File: src/rtl/my_riscv_core_ahb_pkg.sv
// Shared AHB encodings for the L1 bus matrix input stage.
//   - HTRANS encodings (IDLE/BUSY/NONSEQ/SEQ)
//   - HBURST INCR encoding
//   - HRESP OKAY/ERROR encodings
//   - Input-stage FSM state type
package my_riscv_core_ahb_pkg;

    localparam logic [1:0] TransIdle   = 2'b00;
    localparam logic [1:0] TransBusy   = 2'b01;
    localparam logic [1:0] TransNonseq = 2'b10;
    localparam logic [1:0] TransSeq    = 2'b11;

    localparam logic [2:0] BurstIncr   = 3'b001;

    localparam logic [1:0] RespOkay    = 2'b00;
    localparam logic [1:0] RespError   = 2'b01;

    typedef enum logic [1:0] {
        StIdle = 2'b00,
        StPend = 2'b01,
        StData = 2'b10
    } in_state_e;

endpackage

File: src/rtl/my_riscv_core_input_stage.sv
// Per-master AHB input stage of the L1 bus matrix.
// Captures every accepted address phase. If the target output stage does not
// take it in the same cycle, the transfer is held and the master is stalled
// until active_trans arrives.
// Ports:
//   HCLK, HRESET            clock, synchronous active-high reset
//   HSELS..HMASTLOCKS       master-side address/control
//   HREADYS                 bus-level ready (address phase accepted when high)
//   active_trans            output stage takes our address phase this cycle
//   HREADYM_d, HRESPM_d     data-phase ready/response from owning output stage
//   HSELI..HMASTLOCKI       live or held address/control to decoder/arbiters
//   trans_pend              a held transfer is waiting for grant
//   HREADYOUTS, HRESPS      data-phase ready/response to the master
module my_riscv_core_input_stage
    import my_riscv_core_ahb_pkg::*;
#(
    parameter int unsigned ADDR_WIDTH = 32
) (
    input  logic                  HCLK,
    input  logic                  HRESET,
    input  logic                  HSELS,
    input  logic [ADDR_WIDTH-1:0] HADDRS,
    input  logic [1:0]            HTRANSS,
    input  logic                  HWRITES,
    input  logic [2:0]            HSIZES,
    input  logic [2:0]            HBURSTS,
    input  logic [3:0]            HPROTS,
    input  logic                  HMASTLOCKS,
    input  logic                  HREADYS,
    input  logic                  active_trans,
    input  logic                  HREADYM_d,
    input  logic [1:0]            HRESPM_d,
    output logic                  HSELI,
    output logic [ADDR_WIDTH-1:0] HADDRI,
    output logic [1:0]            HTRANSI,
    output logic                  HWRITEI,
    output logic [2:0]            HSIZEI,
    output logic [2:0]            HBURSTI,
    output logic [3:0]            HPROTI,
    output logic                  HMASTLOCKI,
    output logic                  trans_pend,
    output logic                  HREADYOUTS,
    output logic [1:0]            HRESPS
);

    logic trans_req;
    logic new_trans;

    assign trans_req = HSELS & HTRANSS[1];
    assign new_trans = trans_req & HREADYS;

    in_state_e state_q, state_d;

    logic [ADDR_WIDTH-1:0] addr_q, addr_d;
    logic [1:0]            trans_q, trans_d;
    logic                  write_q, write_d;
    logic [2:0]            size_q, size_d;
    logic [2:0]            burst_q, burst_d;
    logic [3:0]            prot_q, prot_d;
    logic                  lock_q, lock_d;

    // Holding register: loaded on every accepted address phase, otherwise kept.
    always_comb begin
        addr_d  = addr_q;
        trans_d = trans_q;
        write_d = write_q;
        size_d  = size_q;
        burst_d = burst_q;
        prot_d  = prot_q;
        lock_d  = lock_q;
        if (new_trans) begin
            addr_d  = HADDRS;
            trans_d = HTRANSS;
            write_d = HWRITES;
            size_d  = HSIZES;
            burst_d = HBURSTS;
            prot_d  = HPROTS;
            lock_d  = HMASTLOCKS;
        end
    end

    always_comb begin
        state_d = state_q;
        unique case (state_q)
            StIdle: begin
                if (new_trans) begin
                    state_d = active_trans ? StData : StPend;
                end
            end
            StPend: begin
                if (active_trans) begin
                    state_d = StData;
                end
            end
            StData: begin
                if (HREADYM_d) begin
                    if (new_trans) begin
                        state_d = active_trans ? StData : StPend;
                    end else begin
                        state_d = StIdle;
                    end
                end
            end
            default: state_d = StIdle;
        endcase
    end

    always_ff @(posedge HCLK) begin
        if (HRESET) begin
            state_q <= StIdle;
            addr_q  <= '0;
            trans_q <= TransIdle;
            write_q <= 1'b0;
            size_q  <= 3'b000;
            burst_q <= 3'b000;
            prot_q  <= 4'b0000;
            lock_q  <= 1'b0;
        end else begin
            state_q <= state_d;
            addr_q  <= addr_d;
            trans_q <= trans_d;
            write_q <= write_d;
            size_q  <= size_d;
            burst_q <= burst_d;
            prot_q  <= prot_d;
            lock_q  <= lock_d;
        end
    end

    always_comb begin
        HSELI      = HSELS;
        HADDRI     = HADDRS;
        HTRANSI    = HSELS ? HTRANSS : TransIdle;
        HWRITEI    = HWRITES;
        HSIZEI     = HSIZES;
        HBURSTI    = HBURSTS;
        HPROTI     = HPROTS;
        HMASTLOCKI = HMASTLOCKS;
        trans_pend = 1'b0;
        HREADYOUTS = 1'b1;
        HRESPS     = RespOkay;
        unique case (state_q)
            StPend: begin
                // A held transfer is re-issued as the start of a fresh burst,
                // since the arbiter may have serviced others in between.
                HSELI      = 1'b1;
                HADDRI     = addr_q;
                HTRANSI    = TransNonseq;
                HWRITEI    = write_q;
                HSIZEI     = size_q;
                HBURSTI    = (trans_q == TransSeq) ? BurstIncr : burst_q;
                HPROTI     = prot_q;
                HMASTLOCKI = lock_q;
                trans_pend = 1'b1;
                HREADYOUTS = 1'b0;
            end
            StData: begin
                HREADYOUTS = HREADYM_d;
                HRESPS     = HRESPM_d;
            end
            default: begin
            end
        endcase
    end

endmodule

File: config.mk
export PLATFORM = sky130hd
export DESIGN_NAME = my_riscv_core_input_stage
export DESIGN_NICKNAME = d
export VERILOG_FILES = /design/src/rtl/my_riscv_core_ahb_pkg.sv /design/src/rtl/my_riscv_core_input_stage.sv
export SDC_FILE = /design/constraint.sdc
export NUM_CORES = 1
export LEC_CHECK = 0
export BUFFER_PORTS_ARGS = -buffer_cell sky130_fd_sc_hd__buf_2
export CELL_PAD_IN_SITES_DETAIL_PLACEMENT = 0
export CELL_PAD_IN_SITES_GLOBAL_PLACEMENT = 1
export CORE_ASPECT_RATIO = 1.2
export CORE_MARGIN = 5
export CORE_UTILIZATION = 40
export CTS_CLUSTER_DIAMETER = 60
export CTS_CLUSTER_SIZE = 40
export DETAILED_ROUTE_END_ITERATION = 12
export MAX_ROUTING_LAYER = met4
export PLACE_DENSITY_LB_ADDON = 0.12
export REMOVE_ABC_BUFFERS = 1
export SETUP_SLACK_MARGIN = 0.1
export SYNTH_ARGS = -nofsm -noshare
export SYNTH_HDL_FRONTEND = slang
export SYNTH_SLANG_ARGS = --single-unit
File: constraint.sdc
create_clock -name HCLK -period 2.4 [get_ports HCLK]
set_input_delay 0.12 -clock HCLK [delete_from_list [all_inputs] [get_ports HCLK]]
set_output_delay 0.12 -clock HCLK [all_outputs]
set_load 0.05 [all_outputs]
==> results by group <==
Global routing
  – Total GRT Usage: 0.142
  – Largest net degree at the start of global routing: 54
  – Initial antenna violation count: 0
  – GRT overflow: 0
  – Vias in the first global route: 2161
  – First-pass GRT wire length: 9.72 mm

Logic synthesis
  – Number of enable flip-flop cells after synthesis: 0
  – Gate Count Post-Synth: 270
  – Multiplexer share of the synthesized area: 0.345
  – Main synth FF type: dfxtp_1
  – Largest family of logic cells by synthesized area: multiplexers
  – Adder-cell share of the synthesized area: 0
  – Syn_area_per_cell: 10.3 um^2
  – Synthesized cell area: 2780 um^2
  – Post-synthesis xor/xnor area fraction: 0
  – Post-synthesis sequential area ratio: 0.345
  – Post-synthesis register bit count: 48
  – Synth unique cells: 26
  – Synth Warn #: 0
  – Async SR Flop Fraction: 0
  – Compound-Gate Fraction of Synth Area: 0.0220
  – Simple-Gate Fraction of Synth Area: 0.236

Outcome
  – Outcome: completed

Place
  – Dpl hpwl: 4.36 mm
  – Placer Congestion: 0.696
  – PortBufs: 104
  – Placed cell area: 3340 um^2

Pwr
  – Max VDD drop: 0.308 mV
  – Tot Pwr: 2.11 mW
  – Leakage: 1.47 nW
  – Pwr Density: 602 nW/um^2

Layout
  – Cell area after layout: 3500 um^2
  – Synth-to-layout area growth: 25.9%
  – Final net count: 420
  – Post-layout util: 0.514
  – Share of layout cells above drive strength 1: 0.450
  – N_diodes: 0

Worst setup path
  – Reg2reg path depth: 2
  – Crit path max fanout: 33
  – Critical path capture point type: output pin
  – R2R Setup Slk: 1.39 ns
  – Setup Crit Path Kind: flip-flop to output pin
  – Crit path required time: 2.28 ns
  – WP data arrival: 2.00 ns
  – Critical Path Source Type: flip-flop

STA
  – Rel. slew slack: 0.541
  – Slew at the pin with the worst max-slew slack: 0.688 ns
  – Min Tclk post-route: 2.12 ns
  – Setup TNS: 0 ns
  – Maximum clock rate: 0.471 GHz
  – Fin. Hold Viols: 0
  – Final hold slack: 0.0704 ns
  – Final Slew Violations: 0
  – Fin crit share: 0.885
  – RSZ-0062 raised after global routing: no
  – Worst Skew: 0.000392 ns
  – Final setup violation count: 0

Clock network
  – H-tree depth: 2
  – Clock Latency Late Sink: 0.29 ns
  – Clk pin slew, worst setup/hold paths: 0.10 ns
  – Clk buf depth: 2
  – Root buf cell: clkbuf_8
  – Clock sink total: 48
  – Post-CTS sizing: 0
  – CTS tree: yes
  – Num CTS Buffers: 5

Floorplanning
  – Num ports: 105
  – DIE HEIGHT: 101 um
  – Die width: 86.1 um
  – Core area: 6810 um^2
  – Die area: 8730 um^2
  – Starting Density: 0.408
  – Row Count: 33

Min path
  – Hold Crit Class: input pin to flip-flop
  – WHS Path Cells: 3

Detailed routing
  – Routed len/inst: 13.3 um
  – Drt via density: 4.74
  – Final ANT Viol Nets: 0
  – DR pass1 iterations: 4
  – Total number of vias: 2154
  – Total Wirelength: 6.04 mm
  – 1st-iter DRT viols: 78
  – Drt drc: 0

Run
  – Max-cap violations: 0
[layer usage]
| metal | GRT usage | wire length (um) |
|---|---|---|
| met1 | 0.171 | 2640 |
| met5 | - | 0 |
| met3 | 0.0293 | 367 |
| met2 | 0.237 | 2970 |
| met4 | 0.0438 | 66 |
[cells in the mapped netlist, types with 2 or more instances]
cell type / n / area [um^2]
nand2b_1: 91 / 569
dfxtp_1: 48 / 961
mux2i_1: 46 / 460
mux2_2: 39 / 439
clkbuf_1: 10 / 37.5
buf_6: 6 / 67.6
buf_4: 4 / 30.0
mux2_4: 4 / 60.1
a21boi_0: 2 / 15.0
and3b_1: 2 / 17.5
nor2_1: 2 / 7.51
nor3b_1: 2 / 15.0
[cell usage in the layout (no fill, tap or decap), types with 3 or more instances in the layout]
master       n
buf_2      104
buf_4        3
bufinv_16    3
clkbuf_8     5
dfxtp_1     48
mux2_2      39
mux2_4       4
mux2i_1     46
nand2b_1    91
[critical path, stage by stage (launching register included)]
cell and delay (ns):
dfxtp_1 0.47, and2b_4 0.38, buf_12 0.27, mux2_2 0.37
buf_2 0.21
[state kept, by name (all words and copies together) (netlist names)]
signal,cells
write_q,1
size_q,3
state_q,2
trans_q,2
burst_q,3
prot_q,4
lock_q,1
addr_q,32
[logic make-up (layout without fill, tap and decap cells)]
| kind of cell | after synthesis | count (layout) |
|---|---|---|
| compound gates | 8 | 8 |
| buf+inv | 22 | 119 |
| flops | 48 | 48 |
| mux | 89 | 89 |
| simple gates | 103 | 103 |
[report_power, final]
group,leakage [nW],internal (mW),total (mW),switching (mW)
clock network,0.0784,0.521,0.800,0.279
registers,0.390,0.824,0.840,0.0160
logic,0.997,0.172,0.469,0.297
[metrics by stage]
stage                     setup WS (ns)  cells
after floorplan                   0.297    249
after global placement            0.619    445
after detailed placement          0.597    445
after CTS                         0.255    454
after global routing              0.173    454
final                             0.276    454
[final timing paths]
| path | endpoint | from |
|---|---|---|
| worst max register to register | state_q[0]$_SDFFE_PP0P_ | state_q[0]$_SDFFE_PP0P_ |
| worst max-delay path | HADDRI[26] | state_q[0]$_SDFFE_PP0P_ |
| worst min register to register | addr_q[0]$_SDFFE_PP0N_ | addr_q[0]$_SDFFE_PP0N_ |
| worst min-delay path | addr_q[21]$_SDFFE_PP0N_ | HADDRS[21] |
[what timing repair did]
item	4_1_cts	5_1_grt
hold endpoints to repair	1	0
hold buffers	1	0
setup endpoints to repair	0	0
buffers inserted	0	0
[area by class of cell]
cell class / count / area (um^2)
fill: 689 / 3310
multi-input combinational: 200 / 1680
clock inverter: 3 / 90.1
timing repair buffer: 110 / 593
tap: 87 / 109
inverter: 1 / 3.75
clock buffer: 5 / 68.8
sequential: 48 / 961
Power figures use the tool's default switching activity.
